--- config.mk ---
export PLATFORM = sky130hd
export DESIGN_NAME = mem_port_arbiter
export DESIGN_NICKNAME = d
export VERILOG_FILES = /design/src/rtl/mem_port_arbiter.sv
export SDC_FILE = /design/constraint.sdc
export NUM_CORES = 1
export LEC_CHECK = 0
export BUFFER_PORTS_ARGS = -buffer_cell sky130_fd_sc_hd__buf_2
export CAP_MARGIN = 40
export CORE_MARGIN = 1
export CORE_UTILIZATION = 49
export CTS_CLUSTER_DIAMETER = 30
export DETAILED_ROUTE_END_ITERATION = 8
export GPL_TIMING_DRIVEN = 0
export PLACE_DENSITY_LB_ADDON = 0.3
export SETUP_SLACK_MARGIN = 0.1
export SYNTH_ARGS = -nofsm -noshare
export SYNTH_HDL_FRONTEND = slang
export SYNTH_SLANG_ARGS = --single-unit
--- constraint.sdc ---
create_clock -name clock -period 3.7 [get_ports clock]
set_input_delay 0.37 -clock clock [delete_from_list [all_inputs] [get_ports clock]]
set_output_delay 0.37 -clock clock [all_outputs]
set_load 0.05 [all_outputs]
--- src/rtl/mem_port_arbiter.sv ---
// Arbitrates one single-ported, fixed-latency memory between the IF and MEM pipeline stages.
// MEM stage has priority; a starvation counter forces an IF grant after STARVE_MAX MEM grants.
module mem_port_arbiter #(
    parameter int ADDR_W     = 32,
    parameter int DATA_W     = 32,
    parameter int MEM_LAT    = 2,
    parameter int STARVE_MAX = 4
) (
    input  logic              clock,
    input  logic              reset,
    input  logic              if_req,
    input  logic [ADDR_W-1:0] if_addr,
    input  logic              if_flush,
    output logic              if_ready,
    output logic [DATA_W-1:0] if_rdata,
    input  logic              d_req,
    input  logic              d_we,
    input  logic [ADDR_W-1:0] d_addr,
    input  logic [DATA_W-1:0] d_wdata,
    output logic              d_ready,
    output logic [DATA_W-1:0] d_rdata,
    output logic              stall_if,
    output logic              stall_mem,
    output logic              busy,
    output logic              mem_en,
    output logic              mem_we,
    output logic [ADDR_W-1:0] mem_addr,
    output logic [DATA_W-1:0] mem_wdata,
    input  logic [DATA_W-1:0] mem_rdata
);

    localparam int CNT_W = $clog2(MEM_LAT) + 1;
    localparam int ST_W  = $clog2(STARVE_MAX + 1);

    typedef enum logic [1:0] {
        IDLE,
        ACCESS,
        RESP
    } state_t;

    state_t           state;
    logic             owner_d;
    logic             lat_we;
    logic [CNT_W-1:0] cnt;
    logic [ST_W-1:0]  starve_cnt;
    logic             flush_pend;

    logic if_forced;
    logic grant_d;
    logic any_req;
    logic last_beat;
    logic flush_now;

    always_comb begin
        if_forced = if_req && (starve_cnt == ST_W'(STARVE_MAX));
        grant_d   = d_req && !if_forced;
        any_req   = if_req || d_req;
        last_beat = (cnt == CNT_W'(MEM_LAT - 1));
        // Includes a flush arriving in the final ACCESS cycle itself.
        flush_now = flush_pend || (if_flush && !owner_d);
    end

    assign stall_if  = if_req & ~if_ready;
    assign stall_mem = d_req & ~d_ready;
    assign busy      = (state != IDLE);

    always_ff @(posedge clock) begin
        if (reset) begin
            state      <= IDLE;
            owner_d    <= 1'b0;
            lat_we     <= 1'b0;
            cnt        <= '0;
            starve_cnt <= '0;
            flush_pend <= 1'b0;
            if_ready   <= 1'b0;
            if_rdata   <= '0;
            d_ready    <= 1'b0;
            d_rdata    <= '0;
            mem_en     <= 1'b0;
            mem_we     <= 1'b0;
            mem_addr   <= '0;
            mem_wdata  <= '0;
        end else begin
            if_ready <= 1'b0;
            d_ready  <= 1'b0;
            if (!if_req)
                starve_cnt <= '0;

            case (state)
                IDLE: begin
                    if (any_req) begin
                        owner_d  <= grant_d;
                        lat_we   <= grant_d & d_we;
                        mem_we   <= grant_d & d_we;
                        mem_en   <= 1'b1;
                        cnt      <= '0;
                        state    <= ACCESS;
                        if (grant_d) begin
                            mem_addr  <= d_addr;
                            mem_wdata <= d_wdata;
                            if (if_req && starve_cnt != ST_W'(STARVE_MAX))
                                starve_cnt <= starve_cnt + 1'b1;
                        end else begin
                            mem_addr   <= if_addr;
                            starve_cnt <= '0;
                            flush_pend <= if_flush;
                        end
                    end
                end

                ACCESS: begin
                    cnt <= cnt + 1'b1;
                    if (!owner_d && if_flush)
                        flush_pend <= 1'b1;
                    if (last_beat) begin
                        mem_en <= 1'b0;
                        mem_we <= 1'b0;
                        state  <= RESP;
                        if (owner_d) begin
                            d_ready <= 1'b1;
                            if (!lat_we)
                                d_rdata <= mem_rdata;
                        end else if (!flush_now) begin
                            if_ready <= 1'b1;
                            if_rdata <= mem_rdata;
                        end
                    end
                end

                RESP: begin
                    flush_pend <= 1'b0;
                    state      <= IDLE;
                end

                default: state <= IDLE;
            endcase
        end
    end

endmodule
==> flow_metrics.tcl, run 1 <==
set metrics [dict create \
    seq_area_um2 2840 \
    status "finished clean" \
    crit_required_ns 3.33 \
    hpwl_um 11300 \
    crit_path_end_kind "primary output" \
    tritoncts "built" \
    final_nets 1121 \
    synth.distinct_cells 33 \
    r2r_cells 9 \
    htreeDepth 4 \
    clk_transition_reported_paths_ns 0.06 \
    rsz0062_at_grt "false" \
    crit_slowest_cell "dfxtp_1" \
    grt.total_usage_pct 27.4 \
    cts_hold_buf 0 \
    clk-insertion-delay-late_ns 0.52 \
    crit_chain "inv_1 > ha_1 > buf_2 > inv_2 > buf_2" \
    start_kind "flip-flop" \
    final_area_um2 7510 \
    vdd_ir_drop_max_uv 326 \
    setup_slack_ns 1.53 \
    antenna_found_initial 0 \
    drive_gt1_share_pct 34.0 \
    dr.pass1.iters 5 \
    area_growth_pct 37.7 \
    fillers 939 \
    drtAntennaViolNets 0 \
    report.final.slew_viol_count 0 \
    synth_area_um2 5450 \
    clockBufferDepth 2 \
    cts_resized 0 \
    hold_depth 3 \
    grt_pass1_wl_um 24400 \
    ys_seq_elements 142 \
    p_comb_share_pct 21.6 \
    critPathKind "reg2out" \
    dieHeight_um 107 \
    synth_async_sr_flop_share_pct 0 \
    drc 0 \
    num_antenna_cells 0 \
    placed_area_um2 6960 \
    grt_pass1_vias 5189 \
    internal-power_w 0.00283 \
    via_per_inst 5.06 \
    timing.slew.headroom_pct 60.2 \
    synth_edf_count 0 \
    cp_data_arrival_time_ns 1.80 \
    worstHoldPathType "in2reg" \
    core_area_um2 10800 \
    final_cells 1134 \
    port-buffer-count 267 \
    syn_inst 695 \
    numCtsBuffers 17 \
    skew_ns 0.00544 \
    grt_remaining_overflow 0 \
    hold_viol_final 0 \
    powerDensity_nw_per_um2 550 \
    avgSynthCellArea_um2 7.85 \
    routabilityCongestion 0.860 \
    initial_core_util_pct 50.3 \
    place_ws_ns 1.86 \
    multiInputGateArea_um2 2290 \
    synthFlopType "dfxtp_1" \
    setup_tns_ns 0 \
    totalWireLength_um 15400 \
    syn_nets 835 \
    grt_max_degree 17 \
    num_vias 5737 \
    cts_setup_buffers 0 \
    period_minus_slack_ns 2.17 \
    drt_iter0_markers 333 \
    cts-root-buf "clkbuf_8" \
    cp_max_fo 10 \
    clock.fmax_mhz 461 \
    switching_share_pct 31.4 \
    power.leakage_nw 3.45 \
    seq_power_share_pct 40.7 \
    max-cap-violations 0 \
    placed_cells 1102 \
    die_area_um2 11600 \
    clkPwrFrac_pct 37.7 \
    yosysWarnings 0 \
    wl_per_cell_um 13.6 \
    max_slew.worst_pin.slew_ns 0.597 \
    max_stage_delay_ns 0.37 \
    crit_top_cell "buf_2" \
    cts.sinks 142 \
    pin_count 269 \
    ys_seq_area_share_pct 52.1 \
    fp-row-count 38 \
    whs_ns 0.0783 \
    fin_crit_sh_pct 58.6 \
    die_w_um 107 \
    p_switching_w 0.00130 \
    setup_viol 0 \
]
==> kinds of logic after synthesis <==
logic type               synth area share, %
AND/OR/NAND/NOR                         29.4
flip-flops                              52.1
AO/OA/AOI/OAI                           11.2
buffers and inverters                   5.94
adder cells (fa/ha/maj)                 1.38
==> power by group through the flow <==
stage                     Clock, W  Sequential, W  Combinational [W]
final                      0.00156        0.00168           0.000892
after floorplan                  0        0.00202           0.000322
after CTS                  0.00159        0.00168           0.000892
after detailed placement         0        0.00171           0.000890
after global placement           0        0.00171           0.000885
after global routing       0.00166        0.00169           0.000960
==> cells in the final DEF, fill, tap and decap left out, drive strengths merged, types with 2 or more instances in the layout <==
master | netlist | routed
clkbuf | 20 | 45
a211oi | 3 | 3
a21oi | 105 | 105
nor2b | 3 | 3
nor3 | 67 | 67
inv | 8 | 8
nor2 | 45 | 45
o21ai | 6 | 6
nand3 | 5 | 5
or2 | 2 | 2
nor4 | 33 | 33
nand2 | 200 | 200
ha | 6 | 6
nand2b | 3 | 3
clkinv | 0 | 6
buf | 37 | 304
dfxtp | 142 | 142
==> final timing paths <==
check | from | endpoint | slack [ns]
worst max register to register | state[1] | d_rdata[13] | 1.81
worst min-delay path | d_wdata[20] | mem_wdata[20] | 0.08
worst min register to register | d_rdata[9] | d_rdata[9] | 0.45
worst max-delay path | state[0] | busy | 1.53
==> final cells by class <==
type | count | share of cell area, %
well taps | 140 | 2.33
flip-flops and latches | 142 | 37.9
multi-input cells | 488 | 30.4
clock inverters | 7 | 0.800
clock buffers | 25 | 6.45
plain buffers | 57 | 3.92
inverters | 8 | 0.400
repair buffers | 267 | 17.8
==> flip-flops by register name, indices dropped and copies added (netlist names), 2 cells and up <==
signal / cells
state: 2
mem_addr: 32
mem_wdata: 32
if_rdata: 32
d_rdata: 32
starve_cnt: 3
cnt: 2
==> critical path, delay by kind of cell (launching register included) <==
kind | cells | cell delay, ns
buffers and inverters | 4 | 0.68
adder cells (fa/ha/maj) | 1 | 0.22
flip-flops | 1 | 0.37
==> per-layer routing <==
layer / global-route usage, % / vias up / share of wire, %
met4: 13.6 / 0 / 2.8
met5: 0 / - / 0
met2: 43.8 / 242 / 46
met3: 8.66 / 38 / 8.3
li1: - / 2905 / -
met1: 33.0 / 2552 / 43
==> cells in the mapped netlist, drive strengths merged, types with 2 or more instances <==
library cell,number,share of area (%)
nor3,67,6.1
a21oi,105,9.6
dfxtp,142,52
nor4,33,3.9
nor2b,3,0.34
nor2,45,3.2
nand2b,3,0.34
a211oi,3,0.50
clkbuf,20,1.4
o21ai,6,0.55
inv,8,0.55
buf,37,4.0
nand2,200,14
or2,2,0.23
nand3,5,0.46
ha,6,1.4
==> per-stage QoR <==
stage	utilization (%)	total power (W)
after floorplan	-	0.00234
after global placement	64.2	0.00259
after detailed placement	64.2	0.00260
after CTS	69.3	0.00416
after global routing	69.3	0.00431
final	69.3	0.00413
Power figures use the tool's default switching activity.
==> inputs of run 2 (changes only) <==
--- a/config.mk
+++ b/config.mk
@@ -8,7 +8,7 @@
 export BUFFER_PORTS_ARGS = -buffer_cell sky130_fd_sc_hd__buf_2
 export CAP_MARGIN = 40
 export CORE_MARGIN = 1
-export CORE_UTILIZATION = 49
+export CORE_UTILIZATION = 41
 export CTS_CLUSTER_DIAMETER = 30
 export DETAILED_ROUTE_END_ITERATION = 8
 export GPL_TIMING_DRIVEN = 0
==> constraint.sdc (replaced) <==
create_clock -name clock -period 1.8 [get_ports clock]
set_input_delay 0.18 -clock clock [delete_from_list [all_inputs] [get_ports clock]]
set_output_delay 0.18 -clock clock [all_outputs]
set_load 0.05 [all_outputs]
==> run 2 against run 1 <==
Net effect: sequential cell count unchanged; clock-buffer cell count unchanged; worst setup slack worse by 1.4 ns; core utilization down 5.8 points; combinational power up 130%; critical path type is now reg2reg; critical endpoint is now mem_addr[1].
==> flow_metrics.tcl, run 2 (same netlist as run 1, synthesis figures left out) <==
set metrics [dict create \
    final_area_um2 8110 \
    numCtsBuffers 17 \
    cp_data_arrival_time_ns 1.99 \
    dr.pass1.iters 5 \
    fillers 1151 \
    final_nets 1155 \
    status "finished clean" \
    cts-root-buf "clkbuf_16" \
    rsz0062_at_grt "true" \
    worstHoldStart "d_wdata[0]" \
    worstHoldPathType "in2reg" \
    crit_required_ns 2.10 \
    final_cell_mix "buf_2 (273), nand2_1 (199), dfxtp_1 (140), a21oi_1 (105), nor3_1 (57)" \
    cp_num_buf_inv 4 \
    max_slew.worst_pin.slew_ns 0.624 \
    period_minus_slack_ns 1.69 \
    crit_chain "inv_1 > ha_2 > buf_6 > inv_4 > nor2_2 > buf_2 > nor2_1 > nor4_1" \
    via_per_inst 4.98 \
    powerDensity_nw_per_um2 1060 \
    core_area_um2 12800 \
    drt_iter0_markers 331 \
    start_kind "flip-flop" \
    p_total_w 0.00858 \
    hold_viol_final 0 \
    clockBufferDepth 2 \
    power.leakage_nw 3.63 \
    drtAntennaViolNets 0 \
    dieHeight_um 117 \
    num_antenna_cells 0 \
    port-buffer-count 267 \
    die_area_um2 13800 \
    fin_crit_sh_pct 93.6 \
    setup_viol 0 \
    grt_max_degree 17 \
    setup_tns_ns 0 \
    grt_pass1_wl_um 27000 \
    grt_remaining_overflow 0 \
    grt.total_usage_pct 24.2 \
    num_vias 5969 \
    wl_per_cell_um 14.2 \
    placed_area_um2 7000 \
    drive_gt1_share_pct 36.7 \
    area_growth_pct 48.6 \
    timing.slew.headroom_pct 58.4 \
    clk_transition_reported_paths_ns 0.06 \
    cp_max_fo 10 \
    initial_core_util_pct 42.7 \
    crit_slowest_cell "dfxtp_2" \
    totalWireLength_um 17000 \
    max_stage_delay_ns 0.33 \
    pin_count 269 \
    htreeDepth 4 \
    layout_commonest_cell "buf_2" \
    critPathKind "reg2reg" \
    vdd_ir_drop_max_uv 744 \
    crit_path_end_kind "flip-flop" \
    max-cap-violations 0 \
    r2r-start "state[0]" \
    crit_start "state[0]" \
    setup_slack_ns 0.115 \
    tritoncts "built" \
    place_ws_ns -0.0643 \
    report.final.slew_viol_count 0 \
    drc 0 \
    grt_pass1_vias 5586 \
    clock.fmax_mhz 593 \
    clk-insertion-delay-late_ns 0.41 \
    skew_ns 0.00667 \
    fp-row-count 41 \
    hpwl_um 11700 \
    die_w_um 117 \
    routabilityCongestion 0.833 \
    antenna_found_initial 0 \
    crit_family "simple AND/OR/NAND/NOR gates" \
    cts.sinks 142 \
]
run 2: worst reg2reg max path: cells and delay by family (launching register included):
family	cells	cell delay, ns
adders and majority gates	1	0.20
DFF	1	0.33
buffers and inverters	4	0.50
and+or+nand+nor	3	0.55
run 2: path summary, 6_finish.rpt:
path / to / slack [ns] / cells after the start
min: mem_wdata[0] / 0.02 / 3
max reg2reg: mem_addr[1] / 0.11 / 8
min reg2reg: d_rdata[2] / 0.45 / 2
max: mem_addr[1] / 0.11 / 8
run 2: layout make-up:
| class | count | area, um2 | share of cell area, % |
|---|---|---|---|
| well taps | 172 | 215 | 2.66 |
| flip-flops and latches | 142 | 2850 | 35.1 |
| plain buffers | 56 | 382 | 4.71 |
| clock buffers | 25 | 475 | 5.87 |
| inverters | 8 | 32.5 | 0.401 |
| repair buffers | 301 | 1660 | 20.5 |
| clock inverters | 6 | 37.5 | 0.463 |
| multi-input cells | 489 | 2460 | 30.3 |
run 2: metrics by stage:
step,instances,hold slack (ns),util [%]
detailed placement,1134,0.425,54.8
global placement,1134,0.421,54.8
finish,1199,0.0195,63.5
global route,1199,0.00327,63.5
floorplan,695,0.316,-
CTS,1191,0.000934,61.5
run 2: repair_timing:
| item | in CTS | in global routing |
|---|---|---|
| cloned | 0 | 3 |
| endpoints found under the hold margin | 27 | 0 |
| hold buffers | 27 | 0 |
| endpoints found under the setup margin | 102 | 127 |
| pin swaps | 1 | 21 |
| gates resized for setup | 21 | 58 |
| setup buffers | 0 | 5 |
run 2: where the power goes:
part | internal, W | switching [W] | leakage (nW)
sequential | 0.00335 | 0.000111 | 1.16
clock | 0.00182 | 0.00123 | 0.255
combinational | 0.000658 | 0.00141 | 2.22
run 2: layer usage:
metal  share of wire (%)  wire length [um]  GRT usage, %
met5                   0                 0             0
met4                 2.2               381          10.8
met3                 6.0              1020          5.30
met2                  49              8240          39.9
met1                  43              7330          30.1
